[config.mk]
export PLATFORM = sky130hd
export DESIGN_NAME = fifo_reader
export DESIGN_NICKNAME = d
export VERILOG_FILES = /design/src/rtl/fifo_pkg.sv /design/src/rtl/fifo_skid_buf.sv /design/src/rtl/fifo_reader.sv
export SDC_FILE = /design/constraint.sdc
export NUM_CORES = 1
export LEC_CHECK = 0
export BUFFER_PORTS_ARGS = -buffer_cell sky130_fd_sc_hd__buf_2
export CAP_MARGIN = 20
export CORE_ASPECT_RATIO = 1.5
export CORE_MARGIN = 1.5
export CORE_UTILIZATION = 50
export CTS_CLUSTER_DIAMETER = 100
export DETAILED_ROUTE_END_ITERATION = 12
export GPL_TIMING_DRIVEN = 0
export PLACE_DENSITY = 0.76
export SKIP_CTS_REPAIR_TIMING = 1
export SLEW_MARGIN = 25
export SYNTH_ARGS = -nofsm -noshare
export SYNTH_HDL_FRONTEND = slang
export SYNTH_SLANG_ARGS = --single-unit
[constraint.sdc]
create_clock -name clk -period 2.3 [get_ports clk]
set_input_delay 0.115 -clock clk [delete_from_list [all_inputs] [get_ports clk]]
set_output_delay 0.115 -clock clk [all_outputs]
set_load 0.1 [all_outputs]
[src/rtl/fifo_pkg.sv]
// fifo_pkg: shared widths and read-side FSM states for the fifo stream blocks.
package fifo_pkg;
  localparam int DATA_WIDTH = 32;
  localparam int ADDR_BITS = 10;
  typedef enum logic [1:0] {IDLE, ISSUE, DRAIN} state_e;
endpackage

[src/rtl/fifo_skid_buf.sv]
// fifo_skid_buf: 2-entry in-order valid/ready buffer carrying a last flag per word.
module fifo_skid_buf #(
  parameter int W = 32
) (
  input  logic         clk,
  input  logic         rst_n,
  input  logic         push,
  input  logic [W-1:0] din,
  input  logic         last_in,
  output logic [W-1:0] dout,
  output logic         last_out,
  output logic         valid,
  input  logic         ready,
  output logic [1:0]   occ
);
  logic [W:0] head_q, head_d, tail_q, tail_d;
  logic [1:0] occ_q, occ_d;
  logic       pop;
  assign valid = occ_q != 2'd0;
  assign pop = valid && ready;
  assign occ = occ_q;
  assign {last_out, dout} = head_q;
  // head only moves on a pop or when an empty/draining buffer receives a word
  always_comb begin
    head_d = (pop && occ_q == 2'd2) ? tail_q :
             (push && (occ_q == 2'd0 || (pop && occ_q == 2'd1))) ? {last_in, din} : head_q;
    tail_d = (push && ((occ_q == 2'd1 && !pop) || (occ_q == 2'd2 && pop))) ? {last_in, din} : tail_q;
    occ_d = occ_q + 2'(push) - 2'(pop);
  end
  always_ff @(posedge clk) begin
    if (!rst_n) begin
      head_q <= '0;
      tail_q <= '0;
      occ_q <= '0;
    end else begin
      head_q <= head_d;
      tail_q <= tail_d;
      occ_q <= occ_d;
    end
  end
endmodule

[src/rtl/fifo_reader.sv]
// fifo_reader: pops bursts from a one-cycle-latency FIFO onto a valid/ready stream.
module fifo_reader
  import fifo_pkg::*;
#(
  parameter int DATA_WIDTH = fifo_pkg::DATA_WIDTH,
  parameter int ADDR_BITS = fifo_pkg::ADDR_BITS,
  parameter int BURST_LEN = 4
) (
  input  logic                  clk,
  input  logic                  rst_n,
  input  logic                  en,
  input  logic                  flush,
  input  logic                  fifo_empty,
  input  logic [ADDR_BITS-1:0]  fifo_usedw,
  input  logic [DATA_WIDTH-1:0] fifo_data_out,
  output logic                  fifo_deq,
  output logic [DATA_WIDTH-1:0] m_data,
  output logic                  m_valid,
  input  logic                  m_ready,
  output logic                  m_last,
  output logic                  busy
);
  localparam int CW = $clog2(BURST_LEN + 1);
  state_e        state_q, state_d;
  logic [CW-1:0] blen_q, blen_d, issued_q, issued_d, sent_q, sent_d;
  logic          inflight_q;
  logic [1:0]    occ;
  logic          start, go, pop, credit, last_in;
  assign start = en && (fifo_usedw >= ADDR_BITS'(BURST_LEN) || (flush && !fifo_empty));
  assign go = state_q == IDLE && start;
  assign pop = m_valid && m_ready;
  // buffered plus in-flight words may never exceed the two buffer slots
  assign credit = 3'(occ) + 3'(inflight_q) < 3'd2 + 3'(pop);
  // the word being pushed has index sent + occ within the burst
  assign last_in = (CW+2)'(sent_q) + (CW+2)'(occ) == (CW+2)'(blen_q) - (CW+2)'(1);
  always_ff @(posedge clk) state_q <= !rst_n ? IDLE : state_d;
  always_comb begin
    state_d = go ? ISSUE :
              (state_q == ISSUE && fifo_deq && issued_q == blen_q - CW'(1)) ? DRAIN :
              (state_q == DRAIN && pop && m_last) ? IDLE : state_q;
  end
  always_comb begin
    fifo_deq = rst_n && state_q == ISSUE && issued_q < blen_q && !fifo_empty && credit;
    busy = state_q != IDLE;
  end
  always_comb begin
    blen_d = go ? (fifo_usedw >= ADDR_BITS'(BURST_LEN) ? CW'(BURST_LEN) : CW'(fifo_usedw)) : blen_q;
    issued_d = go ? '0 : issued_q + CW'(fifo_deq);
    sent_d = go ? '0 : sent_q + CW'(pop);
  end
  always_ff @(posedge clk) begin
    if (!rst_n) begin
      blen_q <= '0;
      issued_q <= '0;
      sent_q <= '0;
      inflight_q <= 1'b0;
    end else begin
      blen_q <= blen_d;
      issued_q <= issued_d;
      sent_q <= sent_d;
      inflight_q <= fifo_deq;
    end
  end
  fifo_skid_buf #(.W(DATA_WIDTH)) u_buf (
    .clk(clk),
    .rst_n(rst_n),
    .push(inflight_q),
    .din(fifo_data_out),
    .last_in(last_in),
    .dout(m_data),
    .last_out(m_last),
    .valid(m_valid),
    .ready(m_ready),
    .occ(occ)
  );
endmodule

# --- Yosys cells after proc, flatten, opt, wreduce, memory -nomap -nowiden ---
# Cells that the tools add are included.
totals:
  wordCells: 64
  inputBits: 48
  ff_bits: 80
classes:
  add_sub_neg: 9
  eq_ne: 6
  n_lt_le_gt_ge: 3
  muxes: 6
  bitwise: 1
  n_reduce_logical: 30
ops:
  columns: ["operator", "n"]
  rows:
  - ["33-bit 2-to-1 mux", 2]
  - ["1-bit logical AND", 17]
  - ["10-bit by 3-bit greater-or-equal comparator with 1-bit output (second input constant)", 1]
  - ["2-bit nonzero test", 4]
  - ["3-bit by 1-bit adder with 3-bit output", 2]
  - ["3-bit less-than comparator", 2]
  - ["4-bit by 5-bit == test with 1-bit output", 1]
  - ["3-bit by 2-bit adder with 4-bit output", 1]
  - ["2-bit by 1-bit == test with 1-bit output (second input constant)", 2]
  - ["2-bit == test (second input constant)", 2]
  - ["2-bit logical NOT", 2]
  - ["2-bit 2-to-1 mux", 2]
  - ["3-bit by 1-bit subtractor with 4-bit output (second input constant)", 1]
  - ["2-bit by 1-bit adder with 3-bit output", 1]
  - ["2-bit by 1-bit adder with 3-bit output (first input constant)", 1]
  - ["3-bit == test", 1]
  - ["1-bit logical OR", 3]
  - ["3-bit 2-to-1 mux", 1]
  - ["3-bit nonzero test", 1]
  - ["3-bit by 1-bit subtractor with 3-bit output (second input constant)", 1]
  - ["2-bit by 1-bit adder with 2-bit output", 1]
  - ["1-bit logical NOT", 2]
  - ["2-bit OR reduction", 1]
  - ["2-bit by 1-bit subtractor with 2-bit output", 1]
  - ["other kinds (2)", 2]

# --- Depth between registers and ports, before layout ---
depth:
  depth_word: 9
  mapped_depth: 9
  ltp_nobuf: 9

# --- Cells and area by module ---
# Synthesis repeated with hierarchy kept, for this count alone.
hier_totals:
  cells_unflattened: 358
  hier_area_um2: 3611.0
modules_own_cells:
  columns: ["module", "seq_area_each_um2", "area_per_inst_um2", "cells_per_inst", "instances"]
  rows:
  - ["fifo_skid_buf", 1361.3, 2807.7, 278, 1]
  - ["fifo_reader", 240.2, 803.3, 80, 1]

# --- Worst setup path after synthesis ---
# Ideal clock, no wire load.
synth_timing:
  path_kind: "register -> register"
  startpoint: "register blen_q[1]"
  endpoint: "register issued_q[1]"
  path_stages_with_launch: 9
  synth_period_minus_slack_ns: 2.557
  slack_ns: -0.257
  path_buffers: 0
  setup_ns: 0.115
  arrival_ns: 2.442
  path_cell_list: "dfxtp_1 inv_1 ha_1 nor2b_1 o21ai_0 and3_1 ha_1 ha_1 and3_1"
synth_via:
  elab_chain_cells: 5
synth_lines:
  columns: ["element", "line_no", "rtl"]
  rows:
  - ["start: declaration", "fifo_reader.sv:25", "logic [CW-1:0] blen_q, blen_d, issued_q, issued_d, sent_q, sent_d;"]
  - ["start signal: assignment", "fifo_reader.sv:58", "blen_q <= blen_d;"]
  - ["3-bit less-than comparator", "fifo_reader.sv:43", "fifo_deq = rst_n && state_q == ISSUE && issued_q < blen_q && !fifo_empty && credit;"]
  - ["1-bit logical AND (3 in series)", "fifo_reader.sv:43", null]
  - ["net fifo_deq", "fifo_reader.sv:16", "output logic fifo_deq,"]
  - ["3-bit by 1-bit adder with 3-bit output", "fifo_reader.sv:48", "issued_d = go ? '0 : issued_q + CW'(fifo_deq);"]
  - ["end signal: assignment", "fifo_reader.sv:59", "issued_q <= issued_d;"]
  - ["end: declaration", "fifo_reader.sv:25", null]
# The timed path passes the listed nets, and every way through them passes these cells.
# A chain may end at the register's enable or synchronous reset.

# --- Final worst setup path ---
layout_timing:
  startpoint: "register blen_q[2]"
  endpoint: "output fifo_deq"
layout_via:
  elab_chain_cells: 4
layout_lines:
  columns: ["element", "line_no"]
  rows:
  - ["3-bit less-than comparator", "fifo_reader.sv:43"]
  - ["1-bit logical AND (3 in series)", "fifo_reader.sv:43"]
  - ["end: declaration", "fifo_reader.sv:16"]
# No other way between the ends.

==> results.yml <==
final_layout:
  seq_area_sq_um: 1600
  num-nets-final: 545
  n_antenna_cell: 0
  multi_input_area_sq_um: 1610
  final_util_pct: 62.6
  drive_gt1_share_pct: 24.2
  fill_cells: 596
  area_growth_pct: 20.8
  instances_no_fill: 563
grt:
  busiest_layer: "met2"
  met1_usage_pct: 23.0
  grt_use_met3_pct: 5.43
  grt_pass1_wl_um: 12100
  grt_pass1_vias: 2728
  use_met2_pct: 40.3
  gr-total-overflow: 0
  grt_max_degree: 13
  track_usage_pct: 21.5
  antenna_found_initial: 0
detailed_routing:
  drcViolationCount: 0
  drtAntennaViolNets: 0
  wirelength_um: 7600
  vias: 2931
  vias_per_cell: 5.21
  drt_iter0_drc: 115
  drtPass1Iterations: 4
  avgRoutedWirePerCell_um: 13.5
timing:
  report.final.slew_viol_count: 0
  slew_headroom_pct: 66.7
  fin_crit_ns: 2.17
  final-setup-viol-count: 0
  setup_tns_ns: 0
  hold_slack_ns: -0.000135
  hold_viol_final: 1
  rsz0062_at_grt: "false"
  tightestPinTransition_ns: 0.502
  postLayoutSetupSlackWorst_ns: 0.126
  fmax_ghz: 0.460
  period_share_pct: 94.5
  fin_skew_ns: 0.00628
setup_path:
  cp_cell_sequence: "inv_1 -> ha_1 -> nand4bb_1 -> nor3_1 -> and3_2 -> clkbuf_4"
  reg2reg_from: "u_buf.occ[0]$_SDFF_PN0_"
  cp-end-kind: "output port"
  path_class: "reg2out"
  cpPeakStageDelay_ns: 0.43
  startpoint: "blen_q[2]$_SDFFE_PN0P_"
  ff2ff_setup_slack_ns: 0.29
  critPathTopFamily: "simple AND/OR/NAND/NOR gates"
  reg2reg_depth: 6
  crit_path_end: "fifo_deq"
  crit_arrival_ns: 2.06
  reg2reg_to: "u_buf.tail_q[32]$_SDFFE_PN0P_"
  cp_data_required_time_ns: 2.18
  start_kind: "register"
  slowest_stage: "dfxtp_1"
  path_buf_inv: 2
  path_max_fanout: 4
  cp.depth: 6
synthesis:
  synthFlopType: "dfxtp_1"
  synth_edf_count: 0
  yosysSeqAreaShare_pct: 47.7
  syn-mean-instance-area_sq_um: 8.66
  synth_top_cells_by_area: "dfxtp_1 48%, nand2_1 11%, a21oi_1 9.8%, a22oi_1 7.4%, ha_1 5.2%"
  ys_warn_count: 0
  yosys_register_bits: 80
  yosysUniqueCellTypes: 42
  yosysTopAreaCellShare_pct: 47.7
  syn-cell-area_sq_um: 3360
  syn_nets: 451
  post-synth-top-area-cell: "dfxtp_1"
  synthCells: 388
  synth.most_common_cell: "nand2_1"
  yosys-top-cells-count: "96 x nand2_1, 80 x dfxtp_1, 66 x a21oi_1, 33 x a22oi_1"
  async_flop_share_pct: 0
placement:
  hpwl_um: 5610
  place_inst: 547
  gp_congestion: 0.768
  pre_cts_ws_ns: 0.325
  portBuffers: 83
power_and_ir_drop:
  max-vdd-ir-drop_mv: 0.436
  p_total_mw: 3.11
  powerDensity_nw_per_um2: 766
  p_leak_nw: 1.68
job:
  maxCapViolCount: 0
die:
  rows: 36
  die_w_um: 69.9
  pin_count: 84
  die_h_um: 103
  die-area_sq_um: 7230
  start_util_pct: 51.8
  core_sq_um: 6490
clock_network:
  cts_made_buffers: 9
  clk_pin_slew_worst_paths_ns: 0.08
  cts_sinks: 80
  clockRootBuffer: "clkbuf_8"
  clockBufferDepth: 2
  clkLatencyLatePin_ns: 0.36
  cts_tree: "done"
  cts-htree-levels: 3
outcome:
  violations: "negative hold slack"
  status: "finished, violations left"
min_path:
  hp-class: "in2reg"
==> cell usage in the layout, fill, tap and decap left out, types with 6 or more instances in the layout <==
cell      count
a21oi_1      66
a22oi_1      33
and3_1        6
buf_2        90
clkbuf_1     16
clkbuf_8     12
dfxtp_1      80
ha_1         14
inv_1         9
nand2_1      96
nor2_1       10
xnor2_1       6
==> through the flow <==
step                      hold slack (ns)  instance area [sq um]
final                           -0.000135                   4060
after global routing              0.00780                   4060
after CTS                        -0.00943                   4060
after detailed placement            0.376                   3870
after global placement              0.370                   3870
after floorplan                     0.251                   3360
==> tightest hold or removal path: cells and delay by family <==
family	cells	cell delay, ns
buf+inv	1	0.11
simple gates	1	0.05
compound gates	1	0.05
==> worst min-delay path by stage <==
stage,cells past startpoint,to,start
after floorplan,2,u_buf.tail_q[0]$_SDFFE_PN0P_,fifo_data_out[0]
after global placement,3,u_buf.tail_q[21]$_SDFFE_PN0P_,fifo_data_out[21]
after detailed placement,3,u_buf.tail_q[9]$_SDFFE_PN0P_,fifo_data_out[9]
after CTS,3,u_buf.tail_q[9]$_SDFFE_PN0P_,fifo_data_out[9]
after global routing,3,u_buf.tail_q[19]$_SDFFE_PN0P_,fifo_data_out[19]
final,3,u_buf.tail_q[9]$_SDFFE_PN0P_,fifo_data_out[9]
==> cell families after synthesis <==
family / Yosys count / share of synthesized area [%]
AO/OA/AOI/OAI: 116 / 21.6
XOR/XNOR: 10 / 3.05
adder cells (fa/ha/maj): 15 / 5.81
buffers and inverters: 35 / 4.54
flip-flops: 80 / 47.7
AND/OR/NAND/NOR: 132 / 17.4
==> registers in the layout, summed over array words and instances (netlist names) <==
signal and flops:
u_buf.tail_q 33, inflight_q 1, state_q 2, blen_q 3, u_buf.head_q 33, issued_q 3
sent_q 3, u_buf.occ 2
==> report_power, final <==
group	switching [mW]	total, mW	internal (mW)
sequential	0.0528	1.47	1.42
clock	0.483	0.963	0.480
combinational	0.464	0.671	0.207
==> cell type report <==
cell class,instances,share of cell area (%)
Clock inverter,2,0.308
Sequential cell,80,39.5
Buffer,25,2.84
Multi-Input combinational cell,273,39.6
Timing Repair Buffer,83,10.3
Clock buffer,14,4.25
Tap cell,76,2.34
Inverter,10,0.925
==> layer usage <==
metal	vias to the layer above	wire length, um
li1	1526	-
met1	1327	2930
met2	65	4120
met3	13	380
met4	0	170
met5	-	0
Note: power is estimated with default switching activity, not from simulation.
